File: src/rtl/debounce_botoes.sv
// ---------------------------------------------------------------------------
// debounce_botoes
//
// Conditions N_BOTOES raw push-button pins for the global rising-edge
// detector. Each channel runs a 2-flop synchronizer followed by a
// stability counter; a new level is accepted only after it has been seen
// on the synchronizer output for DEBOUNCE_CYCLES consecutive cycles.
// Press and release are debounced identically.
//
// Optional build macro:
//   DEBOUNCE_ACTIVE_LOW_EN - invert the raw pins ahead of the synchronizer
//                            for boards with active-low keys. Reset values
//                            remain 0, so released keys read as 0.
//
// Ports:
//   clock            in   1         system clock, posedge
//   reset            in   1         synchronous, active-high reset
//   botoes_brutos    in   N_BOTOES  raw asynchronous button levels
//   botoes_estaveis  out  N_BOTOES  debounced levels (registered)
//   mudanca          out  N_BOTOES  one-cycle strobe when a debounced bit
//                                   changes (registered)
// ---------------------------------------------------------------------------
module debounce_botoes #(
    parameter int unsigned N_BOTOES        = 8,
    parameter int unsigned DEBOUNCE_CYCLES = 500000
) (
    input  logic                clock,
    input  logic                reset,
    input  logic [N_BOTOES-1:0] botoes_brutos,
    output logic [N_BOTOES-1:0] botoes_estaveis,
    output logic [N_BOTOES-1:0] mudanca
);

    // Counter only needs to reach DEBOUNCE_CYCLES-1; it clears at terminal count.
    localparam int unsigned CNT_W = (DEBOUNCE_CYCLES > 2) ? $clog2(DEBOUNCE_CYCLES) : 1;
    localparam logic [CNT_W-1:0] CNT_TERMINAL = CNT_W'(DEBOUNCE_CYCLES - 1);

    logic [N_BOTOES-1:0] entrada_c;
    logic [N_BOTOES-1:0] sync1;
    logic [N_BOTOES-1:0] sync2;

    logic [CNT_W-1:0]    cnt      [N_BOTOES];
    logic [CNT_W-1:0]    cnt_next [N_BOTOES];

    // Per-channel implicit state: 1 = CONTANDO (candidate level differs).
    logic [N_BOTOES-1:0] contando_c;
    logic [N_BOTOES-1:0] terminal_c;

    logic [N_BOTOES-1:0] estaveis_next;
    logic [N_BOTOES-1:0] mudanca_next;

    // Pin polarity selection ahead of the synchronizer.
`ifdef DEBOUNCE_ACTIVE_LOW_EN
    assign entrada_c = ~botoes_brutos;
`else
    assign entrada_c = botoes_brutos;
`endif

    // State register: synchronizer, counters and registered outputs.
    always_ff @(posedge clock) begin
        if (reset) begin
            sync1           <= '0;
            sync2           <= '0;
            botoes_estaveis <= '0;
            mudanca         <= '0;
            for (int i = 0; i < int'(N_BOTOES); i++) begin
                cnt[i] <= '0;
            end
        end else begin
            sync1           <= entrada_c;
            sync2           <= sync1;
            botoes_estaveis <= estaveis_next;
            mudanca         <= mudanca_next;
            for (int i = 0; i < int'(N_BOTOES); i++) begin
                cnt[i] <= cnt_next[i];
            end
        end
    end

    // Next-state: state decode and counter update per channel.
    always_comb begin
        contando_c = '0;
        terminal_c = '0;
        for (int i = 0; i < int'(N_BOTOES); i++) begin
            cnt_next[i]   = '0;
            contando_c[i] = sync2[i] ^ botoes_estaveis[i];
            terminal_c[i] = contando_c[i] && (cnt[i] == CNT_TERMINAL);
            // A bounce back to the old level falls into ESTAVEL and clears
            // the count, so counts never accumulate across bounces.
            if (contando_c[i] && !terminal_c[i]) begin
                cnt_next[i] = cnt[i] + CNT_W'(1);
            end
        end
    end

    // Output logic: accept the new level and strobe on terminal count.
    always_comb begin
        estaveis_next = botoes_estaveis;
        mudanca_next  = '0;
        for (int i = 0; i < int'(N_BOTOES); i++) begin
            if (terminal_c[i]) begin
                estaveis_next[i] = sync2[i];
                mudanca_next[i]  = 1'b1;
            end
        end
    end

endmodule
File: config.mk
export PLATFORM = sky130hd
export DESIGN_NAME = debounce_botoes
export DESIGN_NICKNAME = d
export VERILOG_FILES = /design/src/rtl/debounce_botoes.sv
export SDC_FILE = /design/constraint.sdc
export NUM_CORES = 1
export LEC_CHECK = 0
export CORE_MARGIN = 2
export CORE_UTILIZATION = 45
export DETAILED_ROUTE_END_ITERATION = 10
export DONT_BUFFER_PORTS = 1
export GPL_TIMING_DRIVEN = 0
export HOLD_SLACK_MARGIN = 0.15
export SLEW_MARGIN = 25
export SYNTH_ARGS = -nofsm -noshare
export SYNTH_HDL_FRONTEND = slang
export SYNTH_SLANG_ARGS = --single-unit
File: constraint.sdc
create_clock -name clock -period 5.9 [get_ports clock]
set_input_delay 1.18 -clock clock [delete_from_list [all_inputs] [get_ports clock]]
set_output_delay 1.18 -clock clock [all_outputs]
set_load 0.02 [all_outputs]
# Word-level counts from Yosys, hierarchy flattened
# Memory sizes are Yosys's and may differ from the RTL's.
# Cells that the tools add are included.
# op_classes
n_eq_ne	8
n_shift	0
n_bitwise	16
n_lt_le_gt_ge	0
mul	0
addsub	8
div_mod_pow	0
n_mux	27
n_reduce_logical	24
# op_table
op	count
two-way mux 19 bit	16
adder 19 x 1 -> 19 bit (second input constant)	8
== test 19 bit (second input constant)	8
logical AND 1 bit	16
two-way mux 1 bit	11
logical NOT 1 bit	8
bitwise OR 1 bit	8
XOR 1 bit	8
# totals
mem_count	1
regBits	32
latch_bits	0
romBits	0
mem_bits_rw	152
out_inout_bits	16
word_cells	95
in_bits	10
# memory_table
memory	words	width	rd	rd_clocked_by_memory_dff	wr	line	source
cnt	8	19	8	0	8	42	logic [CNT_W-1:0] cnt [N_BOTOES];

# Depth between registers and ports, before layout
# Gate-level depths: netlist (run 1).
# logic_depth
ltp_word	6
ltp_mapped	7
depth_no_buf	5

# Least setup slack after synthesis (run 1)
# OpenSTA, ideal clock, no wires.
# synth_path
path_kind	input to register
startpoint	input reset
endpoint	memory cnt[1][25] in the netlist's numbering
path_buffers	2
path_slack_ns	3.734
t_arrival_ns	2.039
setup_ns	0.128
required_ns	5.772
path_stages	5
path_cell_list	buf_2 -> nor2_1 -> o21ai_1 -> clkbuf_1 -> nor2_1
# synth_lines
item	line	source
start, declared	28	input logic reset,
end, declared	42	

==> impl_metrics.csv, run 1 <==
group,metric,value,unit
setup_path,cpPeakStageDelay,610,ps
min_path,hold_path_class,"flip-flop to flip-flop",
yosys,yosysTopAreaCell,"dfxtp_1",
power,vdd.ir_drop.worst,0.218,mV
clocking,htreeDepth,4,
sta,finClkSkew,10.9,ps
setup_path,cp_max_fo,10,
setup_path,worst_ep_arrival_time,2850,ps
placement,gp_congestion,0.794,
yosys,yosys-top-cells-area,"dfxtp_1 46%, xnor2_1 6.3%, nor2_1 5.9%",
global_routing,grt_pass1_vias,5617,
yosys,synth_top_area_frac,0.464,
clocking,cts_tree,"done",
die,rows,48,
yosys,synth_cell_types,49,
yosys,synth_area_per_cell,8.82,sq um
global_routing,grt_pass1_wl,26100,microns
final_layout,area_growth,11.4,%
global_routing,antenna_found_initial,2,
clocking,clk_latency,430,ps
setup_path,crit_buf_inv,2,
power,p_comb_frac,0.011,
final_layout,fillers,1627,
die,die_h,137,microns
setup_path,crit_type,"flip-flop to flip-flop",
routing,via_per_inst,5.25,
setup_path,end_kind,"flip-flop",
clocking,cts_buffers,17,
yosys,netlist_area,7930,sq um
yosys,synth_edf_count,0,
setup_path,worstPathCellList,"ha_1, and3_1, clkbuf_1, nand3_1, o21bai_1, clkbuf_1, nor2_1",
power,pwr-share-seq,0.509,
power,p_int,1960,uW
yosys,synth_seq_cells,184,
global_routing,grt_max_degree,17,
setup_path,cpLargestDelayFamily,"buffers and inverters",
yosys,synthCells,899,
setup_path,required,6200,ps
die,die_x,137,microns
power,pwr-share-clk,0.480,
sta,worst_slew_pin_slew,760,ps
final_layout,fin_nets,936,
yosys,syn-num-nets,917,
power,leakage,0.00255,uW
final_layout,multi_input_area,4030,sq um
routing,antenna_left,0,
setup_path,slowest_stage,"o21bai_1",
placement,hpwl,10200,microns
sta,setup_tns,0,ps
power,power.density,278,nW/um^2
final_layout,seq_area,3680,sq um
status,run_status,"complete, no violations",
yosys,synth-seq-area-share,0.464,
clocking,hold_buffers,0,
routing,wire_per_inst,12.9,microns
die,core-area,17200,sq um
sta,hold_viol_final,0,
clocking,cts_max_path_buffers,2,
global_routing,grt_overflow,0,
setup_path,cpMostUsedCell,"clkbuf_1",
yosys,yosysWarnings,0,
sta,fmax,393,MHz
yosys,async_reset_ff_frac,0,
power,switchingPower,502,uW
sta,maxSlewViolCount,0,
sta,period_needed,2540,ps
clocking,post_cts_buffers,0,
die,io_pins,26,
clocking,ctsRootBufferMaster,"clkbuf_16",
routing,dr_total_vias,6083,
clocking,cts_resized,0,
die,die-area,18700,sq um
sta,finalCritPeriodShare,0.431,
placement,port_buffers,0,
sta,slew_headroom,0.490,
routing,drc,0,
clocking,cts.sinks,184,
routing,wirelength,15000,microns
clocking,clkSlewWorstSetupHoldPaths,70,ps
routing,drtIter0Drc,201,
final_layout,drive_gt1_frac,0.0580,
setup_path,startpoint_type,"flip-flop",
sta,rsz0062_at_grt,"no",
die,initial_core_util,0.460,
global_routing,track_usage,0.173,
yosys,synth_ff_type,"dfxtp_1",
sta,final-setup-viol-count,0,
routing,firstDrtPassIters,4,
placement,dpl.cell_count,1124,
final_layout,fin_util,0.512,
power,switching_share,0.204,
flow_run,drv_cap,0,
final_layout,finalNonFillerCells,1158,
Yosys cell counts (4+ instances only):
cell type,count
or4_1,24
or2_2,6
nor2_1,125
inv_1,30
xnor2_1,57
and4_1,11
and2_1,4
a21oi_1,49
ha_1,8
nand2b_1,9
nor2b_1,16
or3_1,32
dfxtp_1,184
and3_1,8
nand3_1,53
nor3_1,18
o31ai_1,18
nor4_1,24
clkbuf_1,19
o21ai_0,29
nor4b_1,10
nand4_1,30
nand2_1,54
xor2_1,44
power groups by stage:
| stage | clock network (uW) | logic (uW) | registers (uW) |
|---|---|---|---|
| finish | 1180 | 26.6 | 1250 |
| floorplan | 0 | 19.5 | 1280 |
| detailed placement | 0 | 27.4 | 1280 |
| CTS | 1210 | 27.4 | 1250 |
| global placement | 0 | 27.3 | 1280 |
| global route | 1260 | 30.1 | 1250 |
stage by stage:
step | hold slack (ps) | total power (uW) | cell area [sq um] | setup WS, ps
after floorplan | 414 | 1300 | 7930 | 3730
after global placement | 417 | 1310 | 8210 | 3290
after detailed placement | 425 | 1310 | 8210 | 3260
after CTS | 441 | 2490 | 8830 | 3300
after global routing | 457 | 2550 | 8830 | 3130
final | 437 | 2460 | 8830 | 3360
area by class of cell:
cell class,instances,share of cell area
clock buffers,20,0.0528
inverters,30,0.0127
diodes,2,0.000567
multi-input cells,662,0.457
plain buffers,23,0.0116
flip-flops and latches,184,0.417
well taps,225,0.0319
clock inverters,12,0.0169
kinds of logic after synthesis:
group	Yosys count	synth area share
multiplexers	1	0.00126
AND/OR/NAND/NOR	444	0.301
XOR/XNOR	101	0.112
adder cells (fa/ha/maj)	8	0.0126
AO/OA/AOI/OAI	108	0.0816
buffers and inverters	53	0.0271
flip-flops	184	0.464
cell usage in the layout (no fill, tap or decap), types with 3 or more instances in the layout:
cell,instances
dfxtp_1,184
nor2_1,125
xnor2_1,57
nand2_1,54
nand3_1,53
a21oi_1,49
xor2_1,44
or3_1,32
nand4_1,30
inv_1,30
o21ai_0,29
nor4_1,24
or4_1,24
clkbuf_1,19
nor3_1,18
o31ai_1,18
clkbuf_16,17
nor2b_1,16
and4_1,11
nor4b_1,10
nand2b_1,9
and3_1,8
ha_1,8
or2_2,6
and2_1,4
clkinv_2,4
clkinvlp_4,4
nor3b_1,3
o21bai_1,3
nor4bb_1,3
or4_4,3
clkbuf_8,3
bufinv_16,3
path summary, 6_finish.rpt:
kind,from,to,slack [ps],cells past startpoint
max,cnt[1][38],cnt[1][50],3360,7
min,sync1[2],sync2[2],440,1
max reg2reg,cnt[1][38],cnt[1][50],3360,7
min reg2reg,sync1[2],sync2[2],440,1
metal layers:
| layer | vias to the layer above | part of all wire | GRT usage |
|---|---|---|---|
| li1 | 3229 | - | - |
| met1 | 2795 | 0.51 | 0.230 |
| met2 | 45 | 0.45 | 0.271 |
| met3 | 14 | 0.027 | 0.0415 |
| met4 | 0 | 0.014 | 0.0671 |
| met5 | - | 0 | 0 |
worst reg2reg max path: stages, from the launching register on:
cell and delay (ps):
dfxtp_1 370, ha_1 200, and3_1 160, clkbuf_1 330
nand3_1 200, o21bai_1 610, clkbuf_1 460, nor2_1 100
flip-flops by register name, indices dropped and copies added, names as in the netlist:
register / cells
sync2: 8
botoes_estaveis: 8
mudanca: 8
cnt: 152
sync1: 8
Note: power is estimated with default switching activity, not from simulation.
==> run 2, diff against run 1 <==
==> constraint.sdc (replaced) <==
create_clock -name clock -period 2.1 [get_ports clock]
set_input_delay 0.42 -clock clock [delete_from_list [all_inputs] [get_ports clock]]
set_output_delay 0.42 -clock clock [all_outputs]
set_load 0.02 [all_outputs]
==> impl_metrics.csv, run 2 (synthesis results as in run 1) <==
group,metric,value,unit
global_routing,grt_pass1_vias,5691,
placement,gp_congestion,0.794,
sta,fmax,493,MHz
clocking,cts_tree,"done",
die,die_h,137,microns
clocking,ctsRootBufferMaster,"clkbuf_16",
placement,placed_area,8210,sq um
die,core-area,17200,sq um
sta,period_needed,2030,ps
die,rows,48,
clocking,clkSlewWorstSetupHoldPaths,60,ps
routing,drtIter0Drc,235,
setup_path,required,2410,ps
setup_path,cpPeakStageDelay,590,ps
setup_path,crit_type,"flip-flop to flip-flop",
sta,maxSlewViolCount,0,
final_layout,layout_common_cells,"181 x dfxtp_1, 125 x nor2_1, 57 x xnor2_1",
placement,dpl.cell_count,1124,
power,vdd.ir_drop.worst,0.620,mV
setup_path,slowest_stage,"or4_4",
final_layout,area_growth,14.1,%
routing,drc,0,
sta,finClkSkew,9.19,ps
final_layout,largest_register_ffs,152,
die,io_pins,26,
flow_run,drv_cap,0,
routing,antenna_left,0,
setup_path,startpoint_type,"flip-flop",
setup_path,reg2reg_depth,5,
sta,final-setup-viol-count,0,
die,initial_core_util,0.460,
die,die_x,137,microns
routing,dr_total_vias,6167,
placement,hpwl,10200,microns
global_routing,grt_overflow,0,
setup_path,end_kind,"flip-flop",
min_path,hold_path_depth,2,
final_layout,drive_gt1_frac,0.0835,
sta,setup_slack,72.4,ps
setup_path,worst_ep_arrival_time,2340,ps
sta,setup_tns,0,ps
status,run_status,"complete, no violations",
final_layout,final_cell_area,9050,sq um
placement,port_buffers,0,
clocking,cts_max_path_buffers,2,
power,power.density,765,nW/um^2
placement,dp_slack,-472,ps
final_layout,regMostFlops,"cnt",
clocking,cts_buffers,17,
sta,hold_viol_final,0,
setup_path,cp_max_fo,7,
routing,wirelength,15100,microns
routing,firstDrtPassIters,5,
global_routing,grt_pass1_wl,26500,microns
final_layout,fin_nets,951,
final_layout,finalNonFillerCells,1171,
final_layout,fillers,1599,
routing,via_per_inst,5.27,
global_routing,grt_max_degree,17,
sta,slew_headroom,0.595,
power,leakage,0.00264,uW
min_path,hold_path_class,"input pin to flip-flop",
global_routing,antenna_found_initial,0,
clocking,clk_latency,430,ps
clocking,htreeDepth,4,
sta,worst_slew_pin_slew,608,ps
final_layout,mostFrequentLayoutCell,"dfxtp_1",
global_routing,track_usage,0.174,
sta,finalCritPeriodShare,0.966,
setup_path,worstPathCellList,"or4_1, or4_4, o21bai_4, buf_4, a21oi_1",
clocking,cts.sinks,184,
final_layout,n_antenna_cell,0,
routing,wire_per_inst,12.9,microns
die,die-area,18700,sq um
-- run 2: changes by cell type in the layout (fill, tap and decap cells not counted), moves of 2 or more --
cell,previous run,this run
dfxtp_1,184,181
dfxtp_2,0,3
buf_4,2,9
diode_2,2,0
clkbuf_2,0,4
o21bai_4,2,5
clkbuf_1,19,12
o21bai_1,3,0
dlygate4sd3_1,0,8
-- run 2: final timing paths --
path	to	start	slack (ps)
max	cnt[1][18]	cnt[1][10]	70
min	cnt[0][4]	reset	190
max reg2reg	cnt[1][18]	cnt[1][10]	70
min reg2reg	sync2[1]	sync1[1]	440
-- run 2: layout make-up --
| cell class | instances | area (sq um) | share of cell area |
|---|---|---|---|
| Buffer | 22 | 113 | 0.0124 |
| Clock buffer | 20 | 467 | 0.0516 |
| Clock inverter | 12 | 149 | 0.0165 |
| Inverter | 30 | 113 | 0.0124 |
| Multi-Input combinational cell | 662 | 4100 | 0.453 |
| Sequential cell | 184 | 3690 | 0.408 |
| Tap cell | 225 | 282 | 0.0311 |
| Timing Repair Buffer | 16 | 140 | 0.0155 |
-- run 2: metrics by stage --
stage | total power (uW) | util | hold WS [ps]
3_3_place_gp | 3670 | 0.476 | 417
5_1_grt | 7170 | 0.525 | 171
2_1_floorplan | 3650 | - | 414
3_5_place_dp | 3670 | 0.476 | 425
4_1_cts | 7010 | 0.521 | 168
6_report | 6920 | 0.525 | 187
-- run 2: timing repair --
item / 4_1_cts / 5_1_grt
gates resized for setup: 13 / 14
endpoints found under the hold margin: 8 / 0
endpoints found under the setup margin: 88 / 55
hold buffers: 8 / 0
pin swaps: 2 / 3
buffers inserted: 3 / 5
-- run 2: power by group --
group / switching, uW / leakage, uW / total, uW / internal (uW)
combinational: 51.7 / 0.000860 / 95.5 / 43.8
sequential: 9.86 / 0.00149 / 3520 / 3510
clock: 1350 / 0.000294 / 3310 / 1960
total: 1410 / 0.00264 / 6920 / 5510
-- run 2: layer usage --
| metal | GRT usage | share of wire | vias up |
|---|---|---|---|
| met4 | 0.0631 | 0.017 | 0 |
| met1 | 0.233 | 0.51 | 2840 |
| met3 | 0.0426 | 0.031 | 21 |
| met2 | 0.274 | 0.45 | 47 |
| li1 | - | - | 3259 |
| met5 | 0 | 0 | - |
-- run 2: critical path: cells and delay by family (launching register included) --
family	cells	cell delay (ps)
AOI/OAI and AO/OA	2	220
buffers and inverters	1	180
DFF	1	370
and+or+nand+nor	2	1140
